$ cat src/rtl/SH7604_PKG.sv
// SH7604 internal-bus shared types and lane helpers.
// Size/state enums plus byte-lane select, write replicate and read extract.
package SH7604_PKG;

    typedef enum logic [1:0] {
        SZ_BYTE = 2'd0,
        SZ_WORD = 2'd1,
        SZ_LONG = 2'd2
    } IBUS_SZ_t;

    typedef enum logic [1:0] {
        IDLE = 2'd0,
        REQ  = 2'd1,
        WAIT = 2'd2,
        DONE = 2'd3
    } IBUS_ST_t;

    // Encoding 3 is undefined on the CPU side; treat it as a long access.
    function automatic IBUS_SZ_t sz_decode(
        input logic [1:0] sz
    );
        case (sz)
            2'd0:    sz_decode = SZ_BYTE;
            2'd1:    sz_decode = SZ_WORD;
            default: sz_decode = SZ_LONG;
        endcase
    endfunction

    function automatic logic misaligned(
        input IBUS_SZ_t   sz,
        input logic [1:0] a
    );
        case (sz)
            SZ_BYTE: misaligned = 1'b0;
            SZ_WORD: misaligned = a[0];
            default: misaligned = (a != 2'd0);
        endcase
    endfunction

    // Big-endian byte enables: bit 3 is the lane at address offset 0.
    function automatic logic [3:0] lane_sel(
        input IBUS_SZ_t   sz,
        input logic [1:0] a
    );
        case (sz)
            SZ_BYTE: lane_sel = 4'b1000 >> a;
            SZ_WORD: lane_sel = a[1] ? 4'b0011 : 4'b1100;
            default: lane_sel = 4'b1111;
        endcase
    endfunction

    // Replicating write data means the peripheral may pick any lane.
    function automatic logic [31:0] lane_wdata(
        input IBUS_SZ_t    sz,
        input logic [31:0] di
    );
        case (sz)
            SZ_BYTE: lane_wdata = {4{di[7:0]}};
            SZ_WORD: lane_wdata = {2{di[15:0]}};
            default: lane_wdata = di;
        endcase
    endfunction

    function automatic logic [31:0] lane_extract(
        input IBUS_SZ_t    sz,
        input logic [1:0]  a,
        input logic [31:0] di
    );
        logic [31:0] r;
        r = 32'h0;
        case (sz)
            SZ_BYTE: begin
                case (a)
                    2'd0:    r = {24'h0, di[31:24]};
                    2'd1:    r = {24'h0, di[23:16]};
                    2'd2:    r = {24'h0, di[15:8]};
                    default: r = {24'h0, di[7:0]};
                endcase
            end
            SZ_WORD: begin
                r = a[1] ? {16'h0, di[15:0]}
                         : {16'h0, di[31:16]};
            end
            default: r = di;
        endcase
        return r;
    endfunction

endpackage

$ cat src/rtl/sh7604_ibus_master.sv
// SH7604 internal-bus master: turns single CPU accesses into IBUS cycles.
// Ports: CLK/RST_N/CE_R/CE_F/EN control; CPU_* request side; IBUS_* bus side.
module sh7604_ibus_master
    import SH7604_PKG::*;
#(
    parameter logic [7:0] TO_MAX = 8'd255
) (
    input  logic        CLK,
    input  logic        RST_N,
    input  logic        CE_R,
    input  logic        CE_F,
    input  logic        EN,

    input  logic [31:0] CPU_A,
    input  logic [31:0] CPU_DI,
    input  logic [1:0]  CPU_SZ,
    input  logic        CPU_WE,
    input  logic        CPU_REQ,
    output logic [31:0] CPU_DO,
    output logic        CPU_ACK,
    output logic        CPU_AERR,
    output logic        CPU_BERR,

    output logic [31:0] IBUS_A,
    output logic [31:0] IBUS_DO,
    output logic [3:0]  IBUS_BA,
    output logic        IBUS_WE,
    output logic        IBUS_REQ,
    input  logic [31:0] IBUS_DI,
    input  logic        IBUS_BUSY,
    input  logic        IBUS_ACT
);

    IBUS_ST_t   st;
    IBUS_SZ_t   cur_sz;
    logic [7:0] to_cnt;

    IBUS_SZ_t   req_sz;
    logic       req_bad;
    logic [31:0] rd_data;

    // CE_F only exists so callers can align to the falling phase.
    logic unused_ce_f;
    assign unused_ce_f = CE_F;

    assign req_sz  = sz_decode(CPU_SZ);
    assign req_bad = misaligned(req_sz, CPU_A[1:0]);
    assign rd_data = lane_extract(cur_sz, IBUS_A[1:0], IBUS_DI);

    always_ff @(posedge CLK or negedge RST_N) begin
        if (!RST_N) begin
            st       <= IDLE;
            cur_sz   <= SZ_BYTE;
            to_cnt   <= 8'd0;
            IBUS_REQ <= 1'b0;
            IBUS_WE  <= 1'b0;
            IBUS_BA  <= 4'd0;
            IBUS_A   <= 32'd0;
            IBUS_DO  <= 32'd0;
            CPU_DO   <= 32'd0;
            CPU_ACK  <= 1'b0;
            CPU_AERR <= 1'b0;
            CPU_BERR <= 1'b0;
        end else if (CE_R && EN) begin
            case (st)
                IDLE: begin
                    to_cnt <= 8'd0;
                    if (CPU_REQ) begin
                        if (req_bad) begin
                            // Misaligned: report without touching the bus.
                            st       <= DONE;
                            CPU_ACK  <= 1'b1;
                            CPU_AERR <= 1'b1;
                        end else begin
                            st       <= REQ;
                            cur_sz   <= req_sz;
                            IBUS_REQ <= 1'b1;
                            IBUS_A   <= CPU_A;
                            IBUS_WE  <= CPU_WE;
                            IBUS_BA  <= lane_sel(req_sz, CPU_A[1:0]);
                            IBUS_DO  <= lane_wdata(req_sz, CPU_DI);
                        end
                    end
                end

                REQ, WAIT: begin
                    if (IBUS_BUSY && (to_cnt == TO_MAX)) begin
                        // TO_MAX busy periods already tolerated.
                        st       <= DONE;
                        IBUS_REQ <= 1'b0;
                        CPU_ACK  <= 1'b1;
                        CPU_BERR <= 1'b1;
                        CPU_DO   <= 32'd0;
                    end else if (IBUS_BUSY) begin
                        st     <= WAIT;
                        to_cnt <= to_cnt + 8'd1;
                    end else begin
                        st       <= DONE;
                        IBUS_REQ <= 1'b0;
                        CPU_ACK  <= 1'b1;
                        CPU_BERR <= !IBUS_ACT;
                        if (!IBUS_WE) begin
                            CPU_DO <= IBUS_ACT ? rd_data : 32'd0;
                        end
                    end
                end

                DONE: begin
                    st       <= IDLE;
                    CPU_ACK  <= 1'b0;
                    CPU_AERR <= 1'b0;
                    CPU_BERR <= 1'b0;
                end

                default: begin
                    st <= IDLE;
                end
            endcase
        end
    end

endmodule

$ cat config.mk
export PLATFORM = sky130hd
export DESIGN_NAME = sh7604_ibus_master
export DESIGN_NICKNAME = d
export VERILOG_FILES = /design/src/rtl/SH7604_PKG.sv /design/src/rtl/sh7604_ibus_master.sv
export SDC_FILE = /design/constraint.sdc
export NUM_CORES = 1
export LEC_CHECK = 0
export CORE_MARGIN = 4
export CORE_UTILIZATION = 42
export CTS_BUF_LIST = sky130_fd_sc_hd__clkbuf_2 sky130_fd_sc_hd__clkbuf_4 sky130_fd_sc_hd__clkbuf_8
export CTS_CLUSTER_SIZE = 8
export DETAILED_ROUTE_END_ITERATION = 10
export PLACE_DENSITY = 0.85
export SKIP_LAST_GASP = 1
export SLEW_MARGIN = 20
export SYNTH_ARGS = -nofsm -noshare
export SYNTH_HDL_FRONTEND = slang
export SYNTH_SLANG_ARGS = --single-unit
$ cat constraint.sdc
create_clock -name CLK -period 2.24 [get_ports CLK]
set_clock_uncertainty 0.1 [all_clocks]
set_input_delay 0.224 -clock CLK [delete_from_list [all_inputs] [get_ports CLK]]
set_output_delay 0.224 -clock CLK [all_outputs]
set_load 0.1 [all_outputs]
### Yosys cells after proc, flatten, opt, wreduce, memory -nomap -nowiden

Index checks and enable logic that the tools add are counted.

| storage, ports and cells | value |
|---|---|
| input port bits | 107 |
| output and inout port bits | 105 |
| logic and storage cells | 87 |
| flip-flop bits (word level) | 117 |

| operators by class | value |
|---|---|
| shift-type cells | 1 |
| bitwise operators | 1 |
| eq/ne operators | 17 |
| reduce and logical (&&, ||, !) cells | 21 |
| add/subtract/negate cells | 1 |
| muxes and demuxes | 34 |

Operators with widths:

| cell | count |
|---|---|
| $mux 32 | 4 |
| $pmux 32 s2 | 2 |
| $pmux 8 s3 | 1 |
| $reduce_and 4->1 | 5 |
| $mux 16 | 1 |
| $mux 8 | 2 |
| $pmux 8 s2 | 1 |
| $mux 1 | 12 |
| $eq 2x1->1 const B | 5 |
| $logic_not 2->1 | 5 |
| $ne 2x2->1 const B | 5 |
| $add 8x1->8 const B | 1 |
| $eq 8x8->1 const B | 1 |
| $pmux 1 s2 | 4 |
| $pmux 4 s2 | 1 |
| $reduce_bool 2->1 | 4 |
| $eq 2x2->1 const B | 3 |
| $pmux 2 s3 | 1 |
| $reduce_and 5->1 | 1 |
| $mux 2 | 2 |
| $mux 4 | 1 |
| $ne 2x1->1 const B | 2 |
| $pmux 2 s2 | 1 |
| $shr 4x2->4 const A | 1 |
| 8 further kinds | 9 |

### Longest topological paths before layout

| logic depth | value |
|---|---|
| depth after elaboration | 7 |
| mapped depth | 9 |

### Worst setup path after synthesis

OpenSTA, ideal clock, no wires.

| timing | value |
|---|---|
| kind | register to register |
| from | register IBUS_A[1] |
| to | register CPU_DO[6] |
| slack | 0.148 ns |
| cell stages (with the launch flop) | 5 |
| data arrival time | 1.869 ns |
| cells stage by stage | dfrtp_1 -> clkbuf_1 -> a211oi_1 -> nand3_1 -> a32o_1 |

| between the ends | value |
|---|---|
| longest elaborated chain between the ends | 7 |
| elaborated cells on any way between the ends | 10 |
| classes of those cells | 2 x eq/ne; 7 x mux; 1 x reduce/logical |

RTL lines:

| what | RTL line | source |
|---|---|---|
| from (decl) | sh7604_ibus_master.sv:24 | `output logic [31:0] IBUS_A,` |
| from (signal assigned) | sh7604_ibus_master.sv:58 | `IBUS_A <= 32'd0;` |
| from (signal assigned) | sh7604_ibus_master.sv:78 | `IBUS_A <= CPU_A;` |
| $eq 2x2->1 (tied with other cells) | SH7604_PKG.sv:73 | `case (a)` |
| $pmux 8 s3 | SH7604_PKG.sv:73 |  |
| $pmux 32 s2 (*) | SH7604_PKG.sv:71 | `case (sz)` |
| $mux 32 (*) | sh7604_ibus_master.sv:103 | `CPU_DO <= IBUS_ACT ? rd_data : 32'd0;` |
| $mux 32 (*) | sh7604_ibus_master.sv:102 | `if (!IBUS_WE) begin` |
| $mux 32 (*) | sh7604_ibus_master.sv:94 | `end else if (IBUS_BUSY) begin` |
| $mux 32 (*) | sh7604_ibus_master.sv:87 | `if (IBUS_BUSY && (to_cnt == TO_MAX)) begin` |
| to (signal assigned) | sh7604_ibus_master.sv:103 |  |
| to (decl) | sh7604_ibus_master.sv:19 | `output logic [31:0] CPU_DO,` |

Every way passes the cells marked *; elsewhere a longest branch is shown, timed or not. The select of a mux whose other input is x is not followed.
A chain may end at the register's enable or synchronous reset.

### Worst setup path after layout

| timing | value |
|---|---|
| from | register st[0] |
| to | register CPU_DO[5] |

| between the ends | value |
|---|---|
| longest elaborated chain between the ends | 3 |
| elaborated cells on any way between the ends | 4 |
| classes of those cells | 2 x eq/ne; 2 x reduce/logical |

RTL lines:

| what | RTL line | source |
|---|---|---|
| from (decl) | sh7604_ibus_master.sv:34 | `IBUS_ST_t st;` |
| from (signal assigned) | sh7604_ibus_master.sv:52 | `st <= IDLE;` |
| from (signal assigned) | sh7604_ibus_master.sv:71 | `st <= DONE;` |
| from (signal assigned) | sh7604_ibus_master.sv:75 | `st <= REQ;` |
| $eq 2x1->1 / $eq 2x2->1 (equally long branches) | sh7604_ibus_master.sv:65 | `case (st)` |
| $reduce_or 2->1 (*) | sh7604_ibus_master.sv:65 |  |
| $reduce_and 4->1 (no source line) (*) | n/a |  |

Every way passes the cells marked *; elsewhere a longest branch is shown, timed or not.

==> out/summary.log <==
[job] # Max-Cap Violations 0
[yosys] fraction of post-synthesis cell area in the top cell type by area 0.520
[placement] number of buffers inserted by port buffering 210
[global_routing] total congestion overflow after global routing 0
[sta] Achievable Freq 476 MHz
[route] count of nets left with antenna violations after detail routing 0
[setup_path] worst flop-to-flop path endpoint CPU_DO[5]$_DFFE_PN0P_
[setup_path] required arrival time at the worst endpoint 2.51 ns
[route] Detailed Route WL 16.4 mm
[global_routing] via count of the first global-routing pass 5,195
[yosys] post-synthesis sequential area ratio 0.520
[global_routing] met2 Resource Use GR 0.370
[setup_path] stage delay of the slowest cell on the critical path 0.61 ns
[cells_and_area] area of the multi-input gates 0.00247 mm²
[clocking] clock tree from TritonCTS yes
[yosys] post-synthesis instance area 0.00563 mm²
[floorplanning] total number of placement rows 42
[clocking] number of buffers created by CTS 17
[yosys] share of flip-flops with an asynchronous set or reset 1.00
[cells_and_area] number of fill cells in the layout 1,041
[cells_and_area] antenna fix cells 0
[yosys] number of synthesized flops with an enable pin 0
[clocking] H-Tree Level Count 4
[floorplanning] width of the chip 124 µm
[clocking] cell at the root of the clock tree clkbuf_8
[setup_path] worst setup path start st[0]$_DFFE_PN0P_
[yosys] Yosys top cell by area dfrtp_1
[global_routing] gr usage total 0.218
[yosys] list of most frequent post-synthesis cells dfrtp_1 (117), nand2_1 (64), o21ai_0 (48)
[clocking] deepest clock path buffer count 2
[setup_path] class of the most critical setup path reg2reg
[placement] DPL Wire Length 12.3 mm
[floorplanning] overall die height 124 µm
[sta] slew at the pin with the worst max-slew slack 0.697 ns
[clocking] post-CTS resize count 0
[yosys] Synth Area per Inst 10.6 µm²
[yosys] Mapped Cells 532
[sta] hold violation total from the final report 0
[route] drt first pass iters 4
[sta] final setup violation count 0
[floorplanning] core region area 0.0132 mm²
[floorplanning] initial core utilization 0.427
[clocking] clock edge transition at the registers on the reported setup and hold paths 0.07 ns
[setup_path] CP Launch Type flop
[yosys] cell types with the largest area share after synthesis dfrtp_1 (52%), mux2_2 (8.8%), mux2i_1 (7.3%)
[placement] weighted congestion reported at the end of routability-driven placement 0.880
[global_routing] first-pass GRT wire length 26.0 mm
[global_routing] fraction of met1 tracks used by global routing 0.252
[setup_path] worst reg2reg startpoint st[0]$_DFFE_PN0P_
[cells_and_area] area grow syn2layout 44.5%
[global_routing] number of antenna violations at the first check in global routing 0
[cells_and_area] share of post-route cells with drive strength above 1 0.275
[sta] Final Critical Period 2.10 ns
[clocking] number of hold buffers added after CTS 1
[route] total vias in the final route 5,001
[setup_path] minimum setup slack among reg-to-reg paths 0.14 ns
[yosys] total number of yosys warnings 0
[route] drt first-iter violations 389
[setup_path] crit path capture type flop
[route] DR WL/cell 17.5 µm
[route] post-detailed-route DRC marker count 0
[sta] Slew headroom 0.532
[yosys] flip-flop and latch count after synthesis 117
[global_routing] Most Used Layer, Global Route met2
[setup_path] CP Data Arrival Time 2.37 ns
[clocking] number of sinks handled by clock tree synthesis 117
[global_routing] largest net degree at the start of global routing 67
[setup_path] critical path, cell by cell inv_1 > ha_1 > nand2b_4 > or4b_4 > nor3_1 > a22o_1
[yosys] number of distinct library cell variants in the gate-level netlist after synthesis 44
[setup_path] R2R cell count 6
[clocking] insertion delay of the later-clocked pin in the worst-skew pair 0.43 ns
[floorplanning] IO Count 212
[route] detailed-route vias per instance 5.35
[sta] worst hold slack 0.207 ns
[clocking] postcts setup bufs 0
[floorplanning] die area 0.0153 mm²
[setup_path] worst-path maximum fanout 16
[yosys] most instantiated library cell after synthesis dfrtp_1
[sta] RSZ-0062 raised after global routing no
[sta] final slew viol count 0
[yosys] leading register cell type out of synthesis dfrtp_1
[yosys] net count after synthesis 643
[outcome] outcome completed
[sta] accumulated negative setup slack 0 ns
[min_path] worst hold path type in2async
[cells_and_area] final layout net count 857
[cells_and_area] Storage cell area 0.00293 mm²
[global_routing] met3 Track Usage GR 0.0758
[setup_path] cell with the largest stage delay on the worst path or4b_4
[sta] crit share post-route 0.938
-- flip-flops by register name, indices dropped and copies added (netlist names) --
name / flops
IBUS_BA: 4
CPU_BERR: 1
IBUS_WE: 1
to_cnt: 8
IBUS_DO: 32
CPU_AERR: 1
st: 2
CPU_ACK: 1
IBUS_REQ: 1
cur_sz: 2
CPU_DO: 32
IBUS_A: 32
-- worst max-delay path, delay by kind of cell (launching register included) --
family | cells | cell delay, ns
fa+ha+maj | 1 | 0.40
compound gates | 1 | 0.15
buf+inv | 1 | 0.06
simple gates | 3 | 0.92
flops | 1 | 0.40
-- cell type report --
type                       count  area share
clock buffer                  19      0.0306
multi-input combinational    360       0.303
inverter                      22      0.0101
timing repair buffer         228       0.247
clock inverter                13      0.0223
tap                          176      0.0271
sequential                   117       0.360
-- cells in the final DEF, fill, tap and decap left out, drive strengths merged, types with 2 or more instances in the layout --
master	netlist	layout
clkbuf	18	19
nor2b	9	9
clkinv	0	6
nand2b	4	4
bufinv	0	4
or4	3	3
o2bb2ai	8	8
a21oi	21	21
a32o	8	8
clkdlybuf4s50	0	104
nand2	64	64
and3	2	2
nand3	12	12
o22ai	2	2
a22o	9	9
ha	4	4
nand4	3	3
o31ai	5	5
or3	3	3
clkinvlp	0	2
mux2	44	44
nor3	11	11
a22oi	14	14
o21ba	2	2
o211a	2	2
nor2	30	30
buf	15	123
dfrtp	117	117
mux2i	41	41
inv	22	23
o21ai	49	49
-- layer usage --
layer	vias up	wire, µm
li1	2330	-
met1	2423	6290
met2	219	8330
met3	29	1510
met4	0	271
met5	-	0
-- per-stage QoR --
stage / cells / cell area (µm²) / setup WS, ns / utilization
after floorplan: 532 / 5630 / 0.148 / -
after global placement: 902 / 7700 / 0.178 / 0.584
after detailed placement: 902 / 7700 / 0.122 / 0.584
after CTS: 935 / 8140 / 0.122 / 0.617
after global routing: 935 / 8140 / 0.0327 / 0.617
final: 935 / 8140 / 0.138 / 0.617
-- how the worst max path moves through the flow --
stage,to,depth (start not counted)
2_1_floorplan,CPU_DO[6]$_DFFE_PN0P_,4
6_report,CPU_DO[5]$_DFFE_PN0P_,6
4_1_cts,CPU_DO[5]$_DFFE_PN0P_,6
5_1_grt,to_cnt[7]$_DFFE_PN0P_,6
3_3_place_gp,to_cnt[5]$_DFFE_PN0P_,6
3_5_place_dp,to_cnt[7]$_DFFE_PN0P_,6
-- cell families (layout without fill, tap and decap cells) --
family                     Yosys count  in the layout  share of synthesized area
AOI/OAI and AO/OA                  125            125                      0.146
and+or+nand+nor                    146            146                      0.122
buffers and inverters               55            282                     0.0424
muxes                               85             85                      0.161
adders and majority gates            4              4                    0.00889
DFF                                117            117                      0.520
Power is left out: the tool's default activity adds up to more than one toggle a clock period on the data nets, which glitch-free logic cannot reach.
